--- src/rtl/sobel_mem_pkg.sv ---
// Shared types and constants for the SRAM request arbiter in front of the Avalon master FSM.
package sobel_mem_pkg;

  localparam int unsigned ADDR_W         = 32;
  localparam int unsigned DATA_W         = 32;
  localparam int unsigned WR_WAIT_CYCLES = 2;
  localparam int unsigned RD_TIMEOUT     = 8;
  localparam int unsigned RST_QUIET      = 4;
  localparam int unsigned CNT_W          = 4;

  typedef enum logic [2:0] {
    IDLE,
    RD_ISSUE,
    RD_WAIT,
    WR_ISSUE,
    WR_WAIT,
    ACK
  } state_e;

  typedef enum logic {
    READ,
    WRITE
  } grant_e;

  // Command presented to the Avalon master FSM for the granted transaction
  typedef struct packed {
    logic [ADDR_W-1:0] addr;
    logic [DATA_W-1:0] data;
  } mem_cmd_t;

endpackage

--- src/rtl/avalon_req_arbiter_if.sv ---
// Requester and master-FSM signal bundle; slave is the arbiter's view, master the environment's.
interface avalon_req_arbiter_if;

  logic                              rd_req;
  logic [sobel_mem_pkg::ADDR_W-1:0]  rd_addr;
  logic                              rd_ack;
  logic [sobel_mem_pkg::DATA_W-1:0]  rd_data;
  logic                              rd_err;
  logic                              wr_req;
  logic [sobel_mem_pkg::ADDR_W-1:0]  wr_addr;
  logic [sobel_mem_pkg::DATA_W-1:0]  wr_data;
  logic                              wr_ack;
  logic                              m_readen;
  logic                              m_writen;
  logic [sobel_mem_pkg::ADDR_W-1:0]  m_inaddr;
  logic [sobel_mem_pkg::DATA_W-1:0]  m_wdata;
  logic                              m_dataready;
  logic [sobel_mem_pkg::DATA_W-1:0]  m_readdata;
  logic                              busy;

  modport slave (
    input  rd_req, rd_addr, wr_req, wr_addr, wr_data, m_dataready, m_readdata,
    output rd_ack, rd_data, rd_err, wr_ack, m_readen, m_writen, m_inaddr, m_wdata, busy
  );

  modport master (
    output rd_req, rd_addr, wr_req, wr_addr, wr_data, m_dataready, m_readdata,
    input  rd_ack, rd_data, rd_err, wr_ack, m_readen, m_writen, m_inaddr, m_wdata, busy
  );

endinterface

--- src/rtl/avalon_req_arbiter.sv ---
// Two-requester round-robin arbiter (pixel fetch read / result store write) driving one
// Avalon master FSM; one transaction in flight, read timeout, post-reset quiet window.
module avalon_req_arbiter
  import sobel_mem_pkg::*;
(
  input  logic                 clk,
  input  logic                 n_rst,
  avalon_req_arbiter_if.slave  bus
);

  state_e            state_q, state_d;
  grant_e            grant_q, grant_d;
  grant_e            last_grant_q, last_grant_d;
  logic [CNT_W-1:0]  cnt_q, cnt_d;
  logic [CNT_W-1:0]  quiet_q, quiet_d;
  mem_cmd_t          cmd_q, cmd_d;
  logic [DATA_W-1:0] rd_data_q, rd_data_d;
  logic              rd_err_q, rd_err_d;
  logic              rd_ack_q, rd_ack_d;
  logic              wr_ack_q, wr_ack_d;
  logic              readen_q, readen_d;
  logic              writen_q, writen_d;
  logic              busy_q, busy_d;

  // State and registered outputs
  always_ff @(posedge clk) begin
    if (n_rst) begin
      state_q      <= IDLE;
      grant_q      <= READ;
      last_grant_q <= WRITE;
      cnt_q        <= '0;
      quiet_q      <= CNT_W'(RST_QUIET);
      cmd_q        <= '0;
      rd_data_q    <= '0;
      rd_err_q     <= 1'b0;
      rd_ack_q     <= 1'b0;
      wr_ack_q     <= 1'b0;
      readen_q     <= 1'b0;
      writen_q     <= 1'b0;
      busy_q       <= 1'b0;
    end else begin
      state_q      <= state_d;
      grant_q      <= grant_d;
      last_grant_q <= last_grant_d;
      cnt_q        <= cnt_d;
      quiet_q      <= quiet_d;
      cmd_q        <= cmd_d;
      rd_data_q    <= rd_data_d;
      rd_err_q     <= rd_err_d;
      rd_ack_q     <= rd_ack_d;
      wr_ack_q     <= wr_ack_d;
      readen_q     <= readen_d;
      writen_q     <= writen_d;
      busy_q       <= busy_d;
    end
  end

  // Next state; outputs are decoded from the next state so they line up with it
  always_comb begin
    state_d      = state_q;
    grant_d      = grant_q;
    last_grant_d = last_grant_q;
    cnt_d        = cnt_q;
    quiet_d      = quiet_q;
    cmd_d        = cmd_q;
    rd_data_d    = rd_data_q;
    rd_err_d     = rd_err_q;

    case (state_q)
      IDLE: begin
        if (quiet_q != '0) begin
          quiet_d = quiet_q - CNT_W'(1);
        end else if (bus.rd_req && (!bus.wr_req || last_grant_q == WRITE)) begin
          grant_d    = READ;
          cmd_d.addr = bus.rd_addr;
          state_d    = RD_ISSUE;
        end else if (bus.wr_req) begin
          grant_d    = WRITE;
          cmd_d.addr = bus.wr_addr;
          cmd_d.data = bus.wr_data;
          state_d    = WR_ISSUE;
        end
      end

      RD_ISSUE: begin
        cnt_d   = '0;
        state_d = RD_WAIT;
      end

      RD_WAIT: begin
        if (bus.m_dataready) begin
          rd_data_d = bus.m_readdata;
          rd_err_d  = 1'b0;
          state_d   = ACK;
        end else if (cnt_q == CNT_W'(RD_TIMEOUT - 1)) begin
          rd_data_d = '0;
          rd_err_d  = 1'b1;
          state_d   = ACK;
        end else begin
          cnt_d = cnt_q + CNT_W'(1);
        end
      end

      WR_ISSUE: begin
        cnt_d   = '0;
        state_d = WR_WAIT;
      end

      WR_WAIT: begin
        if (cnt_q == CNT_W'(WR_WAIT_CYCLES - 1)) begin
          state_d = ACK;
        end else begin
          cnt_d = cnt_q + CNT_W'(1);
        end
      end

      ACK: begin
        last_grant_d = grant_q;
        state_d      = IDLE;
      end

      default: state_d = IDLE;
    endcase

    readen_d = (state_d == RD_ISSUE);
    writen_d = (state_d == WR_ISSUE);
    rd_ack_d = (state_d == ACK) && (grant_d == READ);
    wr_ack_d = (state_d == ACK) && (grant_d == WRITE);
    busy_d   = (state_d != IDLE);
  end

  assign bus.rd_ack   = rd_ack_q;
  assign bus.rd_data  = rd_data_q;
  assign bus.rd_err   = rd_err_q;
  assign bus.wr_ack   = wr_ack_q;
  assign bus.m_readen = readen_q;
  assign bus.m_writen = writen_q;
  assign bus.m_inaddr = cmd_q.addr;
  assign bus.m_wdata  = cmd_q.data;
  assign bus.busy     = busy_q;

endmodule
--- src/flat_wrapper.sv ---
// flat-port wrapper written by rule: the top's interface ports become plain ports
module avalon_req_arbiter_flat import sobel_mem_pkg::*;
  (clk, n_rst, bus_rd_req, bus_rd_addr, bus_wr_req, bus_wr_addr, bus_wr_data, bus_m_dataready, bus_m_readdata, bus_rd_ack, bus_rd_data, bus_rd_err, bus_wr_ack, bus_m_readen, bus_m_writen, bus_m_inaddr, bus_m_wdata, bus_busy);
  avalon_req_arbiter_if bus_i ();
  input  logic clk;
  input  logic n_rst;
  input wire logic [$bits(bus_i.rd_req)-1:0] bus_rd_req;
  input wire logic [$bits(bus_i.rd_addr)-1:0] bus_rd_addr;
  input wire logic [$bits(bus_i.wr_req)-1:0] bus_wr_req;
  input wire logic [$bits(bus_i.wr_addr)-1:0] bus_wr_addr;
  input wire logic [$bits(bus_i.wr_data)-1:0] bus_wr_data;
  input wire logic [$bits(bus_i.m_dataready)-1:0] bus_m_dataready;
  input wire logic [$bits(bus_i.m_readdata)-1:0] bus_m_readdata;
  output wire logic [$bits(bus_i.rd_ack)-1:0] bus_rd_ack;
  output wire logic [$bits(bus_i.rd_data)-1:0] bus_rd_data;
  output wire logic [$bits(bus_i.rd_err)-1:0] bus_rd_err;
  output wire logic [$bits(bus_i.wr_ack)-1:0] bus_wr_ack;
  output wire logic [$bits(bus_i.m_readen)-1:0] bus_m_readen;
  output wire logic [$bits(bus_i.m_writen)-1:0] bus_m_writen;
  output wire logic [$bits(bus_i.m_inaddr)-1:0] bus_m_inaddr;
  output wire logic [$bits(bus_i.m_wdata)-1:0] bus_m_wdata;
  output wire logic [$bits(bus_i.busy)-1:0] bus_busy;
  assign bus_i.rd_req = bus_rd_req;
  assign bus_i.rd_addr = bus_rd_addr;
  assign bus_i.wr_req = bus_wr_req;
  assign bus_i.wr_addr = bus_wr_addr;
  assign bus_i.wr_data = bus_wr_data;
  assign bus_i.m_dataready = bus_m_dataready;
  assign bus_i.m_readdata = bus_m_readdata;
  assign bus_rd_ack = bus_i.rd_ack;
  assign bus_rd_data = bus_i.rd_data;
  assign bus_rd_err = bus_i.rd_err;
  assign bus_wr_ack = bus_i.wr_ack;
  assign bus_m_readen = bus_i.m_readen;
  assign bus_m_writen = bus_i.m_writen;
  assign bus_m_inaddr = bus_i.m_inaddr;
  assign bus_m_wdata = bus_i.m_wdata;
  assign bus_busy = bus_i.busy;
  avalon_req_arbiter u_core (.clk(clk), .n_rst(n_rst), .bus(bus_i));
endmodule
--- config.mk ---
export PLATFORM = sky130hd
export DESIGN_NAME = avalon_req_arbiter_flat
export DESIGN_NICKNAME = d
export VERILOG_FILES = /design/src/rtl/sobel_mem_pkg.sv /design/src/rtl/avalon_req_arbiter_if.sv /design/src/rtl/avalon_req_arbiter.sv /design/src/flat_wrapper.sv
export SDC_FILE = /design/constraint.sdc
export NUM_CORES = 1
export LEC_CHECK = 0
export BUFFER_PORTS_ARGS = -buffer_cell sky130_fd_sc_hd__buf_2
export CAP_MARGIN = 25
export CORE_MARGIN = 4
export CORE_UTILIZATION = 30
export DETAILED_ROUTE_END_ITERATION = 8
export PLACE_DENSITY = 0.59
export RECOVER_POWER = 50
export SYNTH_ARGS = -nofsm -noshare
export SYNTH_HDL_FRONTEND = slang
export SYNTH_SLANG_ARGS = --single-unit
export TNS_END_PERCENT = 100
--- constraint.sdc ---
create_clock -name clk -period 2.5 [get_ports clk]
set_input_delay 0.625 -clock clk [delete_from_list [all_inputs] [get_ports clk]]
set_output_delay 0.625 -clock clk [all_outputs]
set_load 0.05 [all_outputs]
==> key figures, run 1 <==
Timing
  • Final Hold Fails: 0
  • Fmax: 483 MHz
  • Final Max Tran Viols: 0
  • Fin crit period: 2.07 ns
  • Slew headroom: 0.520
  • Final worst-path setup slack: 0.428 ns
  • RSZ-0062 raised after global routing: false
  • Skew final: 0.00862 ns
  • Final cycle utilization of the critical path: 0.829
  • TNS Setup: 0 ns
  • Worst-margin pin slew: 0.724 ns
  • Final setup viols: 0

Power and ir drop
  • Switching Share: 0.347
  • P_int: 3.95 mW
  • VDD IR-drop max: 444 uV
  • Gate power share: 0.271
  • Power per cell area: 960 nW/um2
  • Flop pwr share: 0.361
  • Clk pwr share: 0.368
  • Reported net switching power: 2.10 mW
  • P_leak: 2.40 nW

Worst hold path
  • Hold depth: 2
  • Worst Hold End: u_core.bus.m_wdata[10]
  • Worst Hold Class: reg -> reg
  • Min-delay src: u_core.bus.m_wdata[10]

CTS
  • Root buffer cell: clkbuf_16
  • Clk slew on worst S/H paths: 0.05 ns
  • CTS tree: done
  • H-Tree Depth: 4
  • CTS buffer count: 17
  • Post-CTS sizing: 0
  • Clk_lat worst skew: 0.40 ns
  • Hold buffer count at CTS: 0
  • Postcts setup bufs: 0
  • Clock sinks: 115
  • Worst-case clock buffer depth: 2

Synthesis
  • Avg Cell Area, Syn: 8.61 um2
  • Syn nets: 667
  • Cells after synthesis: 530
  • Seq/Total Area, Yosys: 0.504
  • Main synth FF type: dfxtp_1
  • Yosys warning count: 0
  • Synthesized flop and latch total: 115
  • Netlist cell types: 35
  • Post-synth ARST share: 0
  • EDFF count, synth: 0
  • Cell Area, Synth: 4570 um2

Detailed routing
  • DR DRC count: 0
  • Routed Antenna Nets: 0
  • Post-Route WL: 13.3 mm
  • Initial drt markers: 211
  • Total number of vias: 4462
  • Average wire per standard cell: 14.0 um
  • Vias/cell: 4.72
  • First-pass DRT Iterations: 6

Critical path
  • Startpoint types: register
  • Critical Path AT: 2.36 ns
  • Reg2reg start: u_core.cnt_q[0]
  • Worst setup path class: reg -> reg
  • R2R Setup Slk: 0.43 ns
  • CP peak stage delay: 0.58 ns
  • Setup crit end kind: register
  • Worst reg2reg endpoint: u_core.bus.busy
  • Slowest-stage cell, CP: nor3b_1
  • Maximum fanout along the worst path: 5
  • Critical path depth: 6
  • Worst-path cell chain: ha_1, and3b_1, a22oi_1, nor3b_1, a21oi_1, or2_1
  • Worst Path Required: 2.78 ns
  • Cell family with most CP delay: simple AND/OR/NAND/NOR gates
  • WP buf/inv: 0
  • R2R depth: 6

Placed design
  • Placed cells: 915
  • Gpl congestion: 0.777
  • # port buffers: 234
  • Pre-CTS setup slack: 0.461 ns
  • DP HPWL: 9.26 mm
  • Cell Area, Placed: 5890 um2

Layout
  • Finished Cell Area: 6310 um2
  • Layout cell share with drive strength beyond 1: 0.231
  • Area Growth Syn to Fin: 38.2%
  • # nets final: 887
  • Post-layout util: 0.429
  • Filler Cell Count: 1561
  • # diodes: 0
  • Layout Cells excl Fill: 946

Global route
  • GR met2 Demand/Resource: 0.234
  • Global route total overflow: 0
  • Antenna violations before repair: 0
  • Grt met1 use: 0.194
  • First-pass GRT wire length: 21.3 mm
  • Most Crowded Layer GR: met2
  • Largest net degree at the start of global routing: 65
  • GR Layer Usage met3: 0.0543
  • Vias in the first global route: 4164
  • Overall Global Routing Usage: 0.150

Floorplan
  • Starting Density: 0.311
  • I/O pin cnt: 235
  • Core Region: 14700 um2
  • Die area: 17300 um2
  • Die height: 131 um
  • Die X: 131 um
  • Row cnt: 44

Job
  • MaxCap Viol Count: 0

Outcome
  • Status: finished, final reports clean
==> power by group through the flow <==
stage | logic (mW) | registers, mW | clock network (mW)
finish | 1.64 | 2.18 | 2.23
global route | 1.79 | 2.21 | 2.39
floorplan | 0.660 | 2.82 | 0
detailed placement | 1.70 | 2.21 | 0
global placement | 1.70 | 2.21 | 0
CTS | 1.71 | 2.18 | 2.31
==> cell usage after synthesis, types with 5 or more instances <==
master / instances / area [um2]
nor2_1: 80 / 300
a211oi_1: 33 / 248
a22oi_1: 33 / 248
nor3_1: 5 / 25.0
dfxtp_1: 115 / 2300
nand3b_1: 33 / 248
buf_6: 5 / 56.3
inv_1: 6 / 22.5
buf_2: 6 / 30.0
o21ai_0: 34 / 170
nand2_1: 68 / 255
clkbuf_1: 34 / 128
a21oi_1: 38 / 190
==> flip-flops by register name (all words and copies together) (netlist names) <==
name / cells
u_core.bus.m_inaddr: 32
u_core.bus.m_wdata: 32
u_core.bus.rd_data: 32
u_core.cnt_q: 4
u_core.quiet_q: 4
u_core.state_q: 3
u_core.bus.busy: 1
u_core.bus.m_readen: 1
u_core.bus.m_writen: 1
u_core.bus.rd_ack: 1
u_core.bus.rd_err: 1
u_core.bus.wr_ack: 1
u_core.grant_q: 1
u_core.last_grant_q: 1
==> how the worst max path moves through the flow <==
| stage | from | endpoint | slack [ns] |
|---|---|---|---|
| 6_report | u_core.cnt_q[0] | u_core.bus.busy | 0.43 |
| 4_1_cts | u_core.quiet_q[0] | u_core.bus.wr_ack | 0.47 |
| 5_1_grt | u_core.cnt_q[0] | u_core.bus.busy | 0.20 |
| 3_3_place_gp | u_core.cnt_q[0] | u_core.bus.busy | 0.46 |
| 2_1_floorplan | bus_wr_req | u_core.bus.m_inaddr[10] | 0.48 |
| 3_5_place_dp | u_core.cnt_q[0] | u_core.bus.busy | 0.46 |
==> final cells by class <==
cell class / instances / area [um2] / share of cell area
clock buffers: 26 / 499 / 0.0791
repair buffers: 246 / 1160 / 0.183
clock inverters: 5 / 50.0 / 0.00793
multi-input cells: 364 / 2050 / 0.325
inverters: 6 / 22.5 / 0.00357
flip-flops and latches: 115 / 2300 / 0.365
well taps: 184 / 230 / 0.0365
==> logic make-up (layout without fill, tap and decap cells) <==
logic type / Yosys count / count (layout) / share of synthesized area
adder cells (fa/ha/maj): 4 / 4 / 0.0110
flip-flops: 115 / 115 / 0.504
multiplexers: 1 / 1 / 0.00219
buffers and inverters: 51 / 283 / 0.0518
AO/OA/AOI/OAI: 144 / 144 / 0.204
XOR/XNOR: 6 / 6 / 0.0115
AND/OR/NAND/NOR: 209 / 209 / 0.216
==> metal layers <==
layer | wire [um] | share of wire | vias to the layer above
met5 | 0 | 0 | -
li1 | - | - | 2272
met2 | 6270 | 0.47 | 147
met1 | 5950 | 0.45 | 2029
met4 | 191 | 0.014 | 0
met3 | 848 | 0.064 | 14
==> tightest hold or removal path: stages, from the launching register on <==
cell and delay [ns]:
dfxtp_1 0.30, nand2_1 0.05, a21oi_1 0.05
==> per-stage QoR <==
stage / power [mW] / hold WS, ns
finish: 6.06 / 0.450
CTS: 6.19 / 0.435
detailed placement: 3.91 / 0.444
global route: 6.38 / 0.438
global placement: 3.91 / 0.440
floorplan: 3.48 / 0.447
==> cell usage in the layout, fill, tap and decap left out, drive strengths merged, types with 2 or more instances in the layout <==
master	Yosys	routed
a21oi	38	38
nand2	68	68
clkinv	0	4
nand3b	33	33
a211oi	33	33
ha	4	4
a22oi	33	33
nor2b	2	2
clkbuf	34	129
nand2b	4	4
and2	2	2
or3	3	3
o21ai	34	34
or2	2	2
nor2	80	80
inv	6	6
xor2	4	4
xnor2	2	2
buf	11	143
dfxtp	115	115
nor3b	4	4
nor4	2	2
nor3	6	6
Power figures use the tool's default switching activity.
==> run 2, diff against run 1 <==
- ABC_AREA: unset -> 1
- PLACE_DENSITY: 0.59 -> 0.6
- clock period: 2.5 -> 1.8 ns (I/O delays scaled with it)
==> run 2 against run 1 <==
  * Setup slack got worse by 0.30 ns
  * Global-route usage increased by 0.45 points
  * First-iteration DRC count decreased by 18%
  * Cell area increased by 7.5%
  * Register-to-register slack got worse by 0.22 ns
  * Worst hold slack got worse by 0.16 ns
  * Cell count increased by 19%
  * Core utilization increased by 1.4 points
  * Sequential power increased by 38%
  * Clock power increased by 66%
  * Routed wire length increased by 6.6%
  * Die area increased by 3.2%
  * Critical path type is now reg -> out
==> key figures, run 2 <==
Synthesis
  • Fraction of synthesized cell area in xor and xnor cells: 0 (-0.0115)
  • Cell Area, Synth: 4720 um2 (+3.4%)
  • Combinational family with the most area after synthesis: simple AND/OR/NAND/NOR gates
  • Post-Synth Adder-Cell Area: 0.0106 (-0.000360)
  • Commonest cells in the netlist: 221 x nand2_1, 115 x dfxtp_1, 81 x nor2_1
  • Yosys warning count: 0 (unchanged)
  • Main synth FF type: dfxtp_1
  • Post-synth ARST share: 0 (unchanged)
  • Ranking of synthesized cells by area: dfxtp_1 49%, nand2_1 18%, a21oi_1 7.6%
  • Compound-cell area share of the yosys netlist: 0.124 (-0.0798)
  • Avg Cell Area, Syn: 7.08 um2 (-18%)
  • Synth Area in Simple Gates: 0.311 (+0.0955)
  • Share of Yosys cell area claimed by the top area cell type: 0.488 (-0.0166)
  • Synth area leader: dfxtp_1
  • Syn nets: 804 (+21%)
  • Most common cell in the netlist: nand2_1
  • Seq/Total Area, Yosys: 0.488 (-0.0166)
  • Post-synthesis mux area share: 0 (-0.00219)
  • Cells after synthesis: 667 (+26%)
  • Netlist cell types: 21 (-40%)
  • Synthesized flop and latch total: 115 (unchanged)
  • EDFF count, synth: 0 (unchanged)

Global route
  • First-pass GRT wire length: 22.7 mm (+6.2%)
  • Antenna violations before repair: 0 (unchanged)
  • GR met2 Demand/Resource: 0.254 (+0.0201)
  • Grt met1 use: 0.187 (-0.00619)
  • GR Layer Usage met3: 0.0619 (+0.00765)
  • Largest net degree at the start of global routing: 44 (-32%)
  • Vias in the first global route: 4721 (+13%)
  • Most Crowded Layer GR: met2
  • Overall Global Routing Usage: 0.155 (+0.00452)
  • Global route total overflow: 0 (unchanged)

Critical path
  • Cell family with most CP delay: buffers and inverters
  • WP buf/inv: 1 (+1)
  • Worst setup path class: reg -> out
  • Startpoint types: register
  • R2R Setup Slk: 0.21 ns (-0.22 ns)
  • Maximum fanout along the worst path: 2 (-3)
  • Worst Path Required: 1.35 ns (-1.43 ns)
  • CP peak stage delay: 0.48 ns (-0.10 ns)
  • Reg2reg start: u_core.state_q[2]
  • Slowest-stage cell, CP: clkbuf_1
  • Worst-path cell chain: clkbuf_1
  • Critical Path AT: 1.22 ns (-1.14 ns)
  • Worst reg2reg endpoint: u_core.bus.rd_data[1]
  • R2R depth: 7 (+1)
  • Setup crit end kind: output port

Layout
  • Commonest non-fill, non-tap cells in the layout: 221 x nand2_1, 136 x buf_2, 115 x dfxtp_1, 81 x nor2_1, 81 x clkbuf_2
  • Area Growth Syn to Fin: 43.7%
  • Most common cell after layout, fill and taps aside: nand2_1
  • # nets final: 1035 (+17%)
  • Layout cell share with drive strength beyond 1: 0.303 (+0.0720)
  • # diodes: 0 (unchanged)

Floorplan
  • Core Region: 15300 um2 (+4.2%)
  • Row cnt: 45 (+2.3%)
  • Starting Density: 0.308 (-0.00235)
  • Die area: 17800 um2 (+3.2%)
  • Die height: 133 um (+1.6%)
  • I/O pin cnt: 235 (unchanged)
  • Die X: 133 um (+1.6%)

Detailed routing
  • Vias/cell: 4.41 (-6.6%)
  • Average wire per standard cell: 12.6 um (-10%)
  • DR DRC count: 0 (unchanged)
  • First-pass DRT Iterations: 4 (-2)
  • Routed Antenna Nets: 0 (unchanged)
  • Initial drt markers: 172 (-18%)
  • Total number of vias: 4943 (+11%)
  • Post-Route WL: 14.1 mm (+6.6%)

Power and ir drop
  • Switching Share: 0.337 (-0.0102)
  • Flop pwr share: 0.331 (-0.030)
  • Gate power share: 0.262 (-0.009)
  • Power per cell area: 1340 nW/um2 (+39%)
  • P_int: 6.02 mW (+52%)
  • VDD IR-drop max: 651 uV (+47%)
  • Clk pwr share: 0.408 (+0.040)
  • Reported net switching power: 3.06 mW (+46%)
  • P_leak: 3.14 nW (+31%)

Timing
  • Final Hold Fails: 0 (unchanged)
  • Fmax: 600 MHz
  • Skew final: 0.00685 ns (-0.00176 ns)
  • Worst-margin pin slew: 0.635 ns (-0.0886 ns)
  • Final setup viols: 0 (unchanged)
  • Final Max Tran Viols: 0 (unchanged)
  • Min Hold Slack: 0.291 ns (-0.159 ns)
  • TNS Setup: 0 ns (unchanged)
  • RSZ-0062 raised after global routing: false
  • Final cycle utilization of the critical path: 0.926
  • Fin crit period: 1.67 ns
  • Slew headroom: 0.578 (+0.0588)

CTS
  • CTS tree: done
  • Clk_lat worst skew: 0.41 ns (about the same)
  • Root buffer cell: clkbuf_16
  • Postcts setup bufs: 0 (unchanged)
  • H-Tree Depth: 4 (unchanged)
  • Clock sinks: 115 (unchanged)
  • Worst-case clock buffer depth: 2 (unchanged)
  • Clk slew on worst S/H paths: 0.05 ns (about the same)
  • CTS buffer count: 17 (unchanged)

Placed design
  • # port buffers: 234 (unchanged)
  • DP HPWL: 10.3 mm (+12%)
  • Gpl congestion: 0.805 (+3.6%)

Worst hold path
  • Hold depth: 3 (+1)
  • Worst Hold End: u_core.bus.m_wdata[19]
  • Min-delay src: bus_wr_data[19]
  • Worst Hold Class: in -> reg

Outcome
  • Status: finished, final reports clean

Job
  • MaxCap Viol Count: 0 (unchanged)
[run 2: cell count changes in the layout (fill, tap and decap cells not counted), sizes merged, moves of 12 or more]
cell and change:
inv +26, clkbuf -13, nand2 +154, a211oi -33
a22oi -33, nand3 +50, nand3b -32, buf +12
a21oi +34
[run 2: cell type report]
type	count	area, um2
Sequential cell	115	2300
Tap cell	211	264
Fill cell	1632	8530
Clock inverter	13	206
Clock buffer	19	453
Timing Repair Buffer	252	1340
Inverter	32	120
Multi-Input combinational cell	480	2100
[run 2: through the flow]
stage	cells	total power [mW]	cell area, um2	worst slack (ns)	util
after floorplan	667	4.80	4720	0.310	-
after global placement	1090	5.45	6150	0.194	0.401
after detailed placement	1090	5.46	6150	0.166	0.401
after CTS	1122	9.21	6810	0.150	0.445
after global routing	1122	9.58	6780	0.0207	0.443
final	1122	9.08	6780	0.132	0.443
[run 2: worst max-delay path by stage]
stage | from | end | slack (ns) | depth (start not counted)
3_5_place_dp | u_core.quiet_q[0] | u_core.bus.m_inaddr[12] | 0.17 | 9
3_3_place_gp | bus_wr_req | u_core.bus.m_inaddr[5] | 0.19 | 9
4_1_cts | u_core.quiet_q[0] | u_core.bus.m_inaddr[19] | 0.15 | 9
6_report | u_core.bus.m_inaddr[30] | bus_m_inaddr[30] | 0.13 | 1
5_1_grt | u_core.quiet_q[0] | u_core.bus.m_inaddr[2] | 0.02 | 9
2_1_floorplan | bus_wr_req | u_core.bus.m_inaddr[22] | 0.31 | 9
[run 2: cells by family (layout without fill, tap and decap cells)]
group / after synthesis / after routing
fa+ha+maj: 4 / 4
compound gates: 114 / 114
simple gates: 362 / 362
flops: 115 / 115
buf+inv: 72 / 316
[run 2: metal layers]
metal	vias to the layer above	wire length, um
met2	149	6670
met1	2185	6160
li1	2595	-
met4	0	197
met3	14	1110
met5	-	0
[run 2: power by group through the flow]
stage | Combinational (mW) | Sequential, mW | Clock (mW)
after floorplan | 0.960 | 3.84 | 0
after CTS | 2.42 | 3.00 | 3.80
after global routing | 2.61 | 3.04 | 3.92
after detailed placement | 2.41 | 3.05 | 0
after global placement | 2.41 | 3.04 | 0
final | 2.38 | 3.01 | 3.70
[run 2: what timing repair did]
item | 4_1_cts | 5_1_grt
hold buffers | 0 | 0
gates resized for setup | 0 | 1
setup endpoints to repair | 0 | 24
endpoints found under the hold margin | 0 | 0
==> run 3, diff against run 2 <==
- CORE_UTILIZATION: 30 -> 49
- PLACE_DENSITY: 0.6 -> 0.87
- clock period: 1.8 -> 2.1 ns (I/O delays scaled with it)
==> run 3 against run 2 <==
  * Cell area shrank 4.4%
  * Register-to-register slack gained 0.06 ns
  * Clock power shrank 19%
  * Clock skew rose by 0.0077 ns
  * Cell count decreased by 7.9%
==> key figures, run 3 (synthesized netlist as in run 2, its figures left out) <==
CTS
  • Clock sinks: 115 (unchanged)
  • H-Tree Depth: 4 (unchanged)
  • Clk slew on worst S/H paths: 0.06 ns (about the same)
  • CTS buffer count: 17 (unchanged)
  • Hold buffer count at CTS: 0 (unchanged)
  • Postcts setup bufs: 0 (unchanged)
  • Worst-case clock buffer depth: 2 (unchanged)
  • Post-CTS sizing: 0 (unchanged)
  • Clk_lat worst skew: 0.51 ns (+0.10 ns)
  • CTS tree: done
  • Root buffer cell: clkbuf_8

Floorplan
  • Starting Density: 0.506 (+0.198)
  • Core Region: 9330 um2 (-39%)
  • I/O pin cnt: 235 (unchanged)
  • Die height: 106 um (-20%)
  • Die area: 11300 um2 (-37%)
  • Row cnt: 35 (-22%)
  • Die X: 106 um (-20%)

Global route
  • Largest net degree at the start of global routing: 72 (+64%)
  • Antenna violations before repair: 0 (unchanged)
  • Global route total overflow: 0 (unchanged)
  • Overall Global Routing Usage: 0.225 (+0.0698)
  • First-pass GRT wire length: 20.9 mm (-7.7%)
  • Vias in the first global route: 4734 (+0.28%)

Placed design
  • Gpl congestion: 0.850 (+5.7%)
  • Cell Area, Placed: 5980 um2 (-2.7%)
  • Pre-CTS setup slack: 0.183 ns (+0.0172 ns)
  • DP HPWL: 9.07 mm (-12%)
  • # port buffers: 234 (unchanged)
  • Placed cells: 1001 (-8.2%)

Layout
  • Finished Cell Area: 6490 um2 (-4.4%)
  • # nets final: 1028 (-0.68%)
  • Layout cell share with drive strength beyond 1: 0.220 (-0.0828)
  • Post-layout util: 0.695 (+0.252)
  • Layout Cells excl Fill: 1033 (-7.9%)
  • # diodes: 0 (unchanged)
  • Most common cell after layout, fill and taps aside: nand2_1
  • Commonest non-fill, non-tap cells in the layout: 221 x nand2_1, 149 x buf_2, 115 x dfxtp_1, 85 x clkbuf_1, 81 x nor2_1
  • Area Growth Syn to Fin: 37.4%

Critical path
  • CP peak stage delay: 0.50 ns (+0.02 ns)
  • Critical Path AT: 1.34 ns (+0.12 ns)
  • Worst setup path class: reg -> out
  • Setup crit end kind: output port
  • Cell family with most CP delay: buffers and inverters
  • WP buf/inv: 1 (unchanged)
  • Maximum fanout along the worst path: 2 (unchanged)
  • Startpoint types: register
  • Slowest-stage cell, CP: clkbuf_1
  • Worst-path cell chain: clkbuf_1
  • Worst Path Required: 1.57 ns (+0.22 ns)

Timing
  • Final Max Tran Viols: 0 (unchanged)
  • TNS Setup: 0 ns (unchanged)
  • Worst-margin pin slew: 0.668 ns (+0.0325 ns)
  • Final setup viols: 0 (unchanged)
  • Final Hold Fails: 0 (unchanged)
  • Fin crit period: 1.86 ns
  • Min Hold Slack: 0.266 ns (-0.0247 ns)
  • Skew final: 0.0146 ns (+0.00770 ns)
  • Final worst-path setup slack: 0.239 ns (+0.106 ns)
  • RSZ-0062 raised after global routing: false
  • Fmax: 537 MHz
  • Final cycle utilization of the critical path: 0.886
  • Slew headroom: 0.557 (-0.0216)

Detailed routing
  • Met1 Wirelength: 5.11 mm (-17%)
  • DR DRC count: 0 (unchanged)
  • Vias/cell: 4.83 (+9.6%)
  • Total number of vias: 4987 (+0.89%)
  • Top Metal Used: met4
  • Met3 routed WL: 1.13 mm (+1.2%)
  • Average wire per standard cell: 12.6 um (-0.39%)
  • Post-Route WL: 13.0 mm (-8.3%)
  • Initial drt markers: 319 (+85%)
  • Routed Antenna Nets: 0 (unchanged)
  • WL met2: 6.48 mm (-2.8%)
  • First-pass DRT Iterations: 4 (unchanged)

Power and ir drop
  • Power, Total: 7.53 mW (-17%)
  • Clk pwr share: 0.399 (-0.009)
  • Power per cell area: 1160 nW/um2 (-13%)
  • Switching Share: 0.349 (+0.0120)
  • Gate power share: 0.259 (-0.003)
  • Flop pwr share: 0.342 (+0.011)
  • Reported net switching power: 2.63 mW (-14%)
  • P_int: 4.90 mW (-19%)
  • VDD IR-drop max: 799 uV (+23%)
  • P_leak: 2.87 nW (-8.6%)

Job
  • MaxCap Viol Count: 0 (unchanged)

Outcome
  • Status: finished, final reports clean

Worst hold path
  • Worst Hold Class: in -> reg
-- run 3: area by class of cell --
| cell class | count | area (um2) |
|---|---|---|
| clock buffers | 18 | 428 |
| flip-flops and latches | 115 | 2300 |
| multi-input cells | 480 | 2090 |
| repair buffers | 245 | 1180 |
| well taps | 129 | 161 |
| fillers | 842 | 2840 |
| inverters | 32 | 121 |
| clock inverters | 14 | 200 |
-- run 3: final timing paths --
check	start	end	slack, ns	cells after the start
min	bus_wr_data[18]	u_core.bus.m_wdata[18]	0.27	3
max	u_core.bus.m_inaddr[30]	bus_m_inaddr[30]	0.24	1
max reg2reg	u_core.quiet_q[0]	u_core.bus.m_inaddr[9]	0.27	8
min reg2reg	u_core.bus.rd_data[5]	u_core.bus.rd_data[5]	0.46	2
-- run 3: routing by layer --
metal  up-vias  global-route usage
li1       2585                   -
met1      2197               0.253
met2       181               0.394
met3        24              0.0747
met4         0              0.0823
met5         -                   0
-- run 3: power groups by stage --
stage / Sequential [mW] / Combinational, mW / Clock [mW]
2_1_floorplan: 3.29 / 0.822 / 0
3_3_place_gp: 2.60 / 1.97 / 0
3_5_place_dp: 2.61 / 1.99 / 0
4_1_cts: 2.57 / 2.01 / 3.06
5_1_grt: 2.61 / 2.14 / 3.16
6_report: 2.58 / 1.95 / 3.01
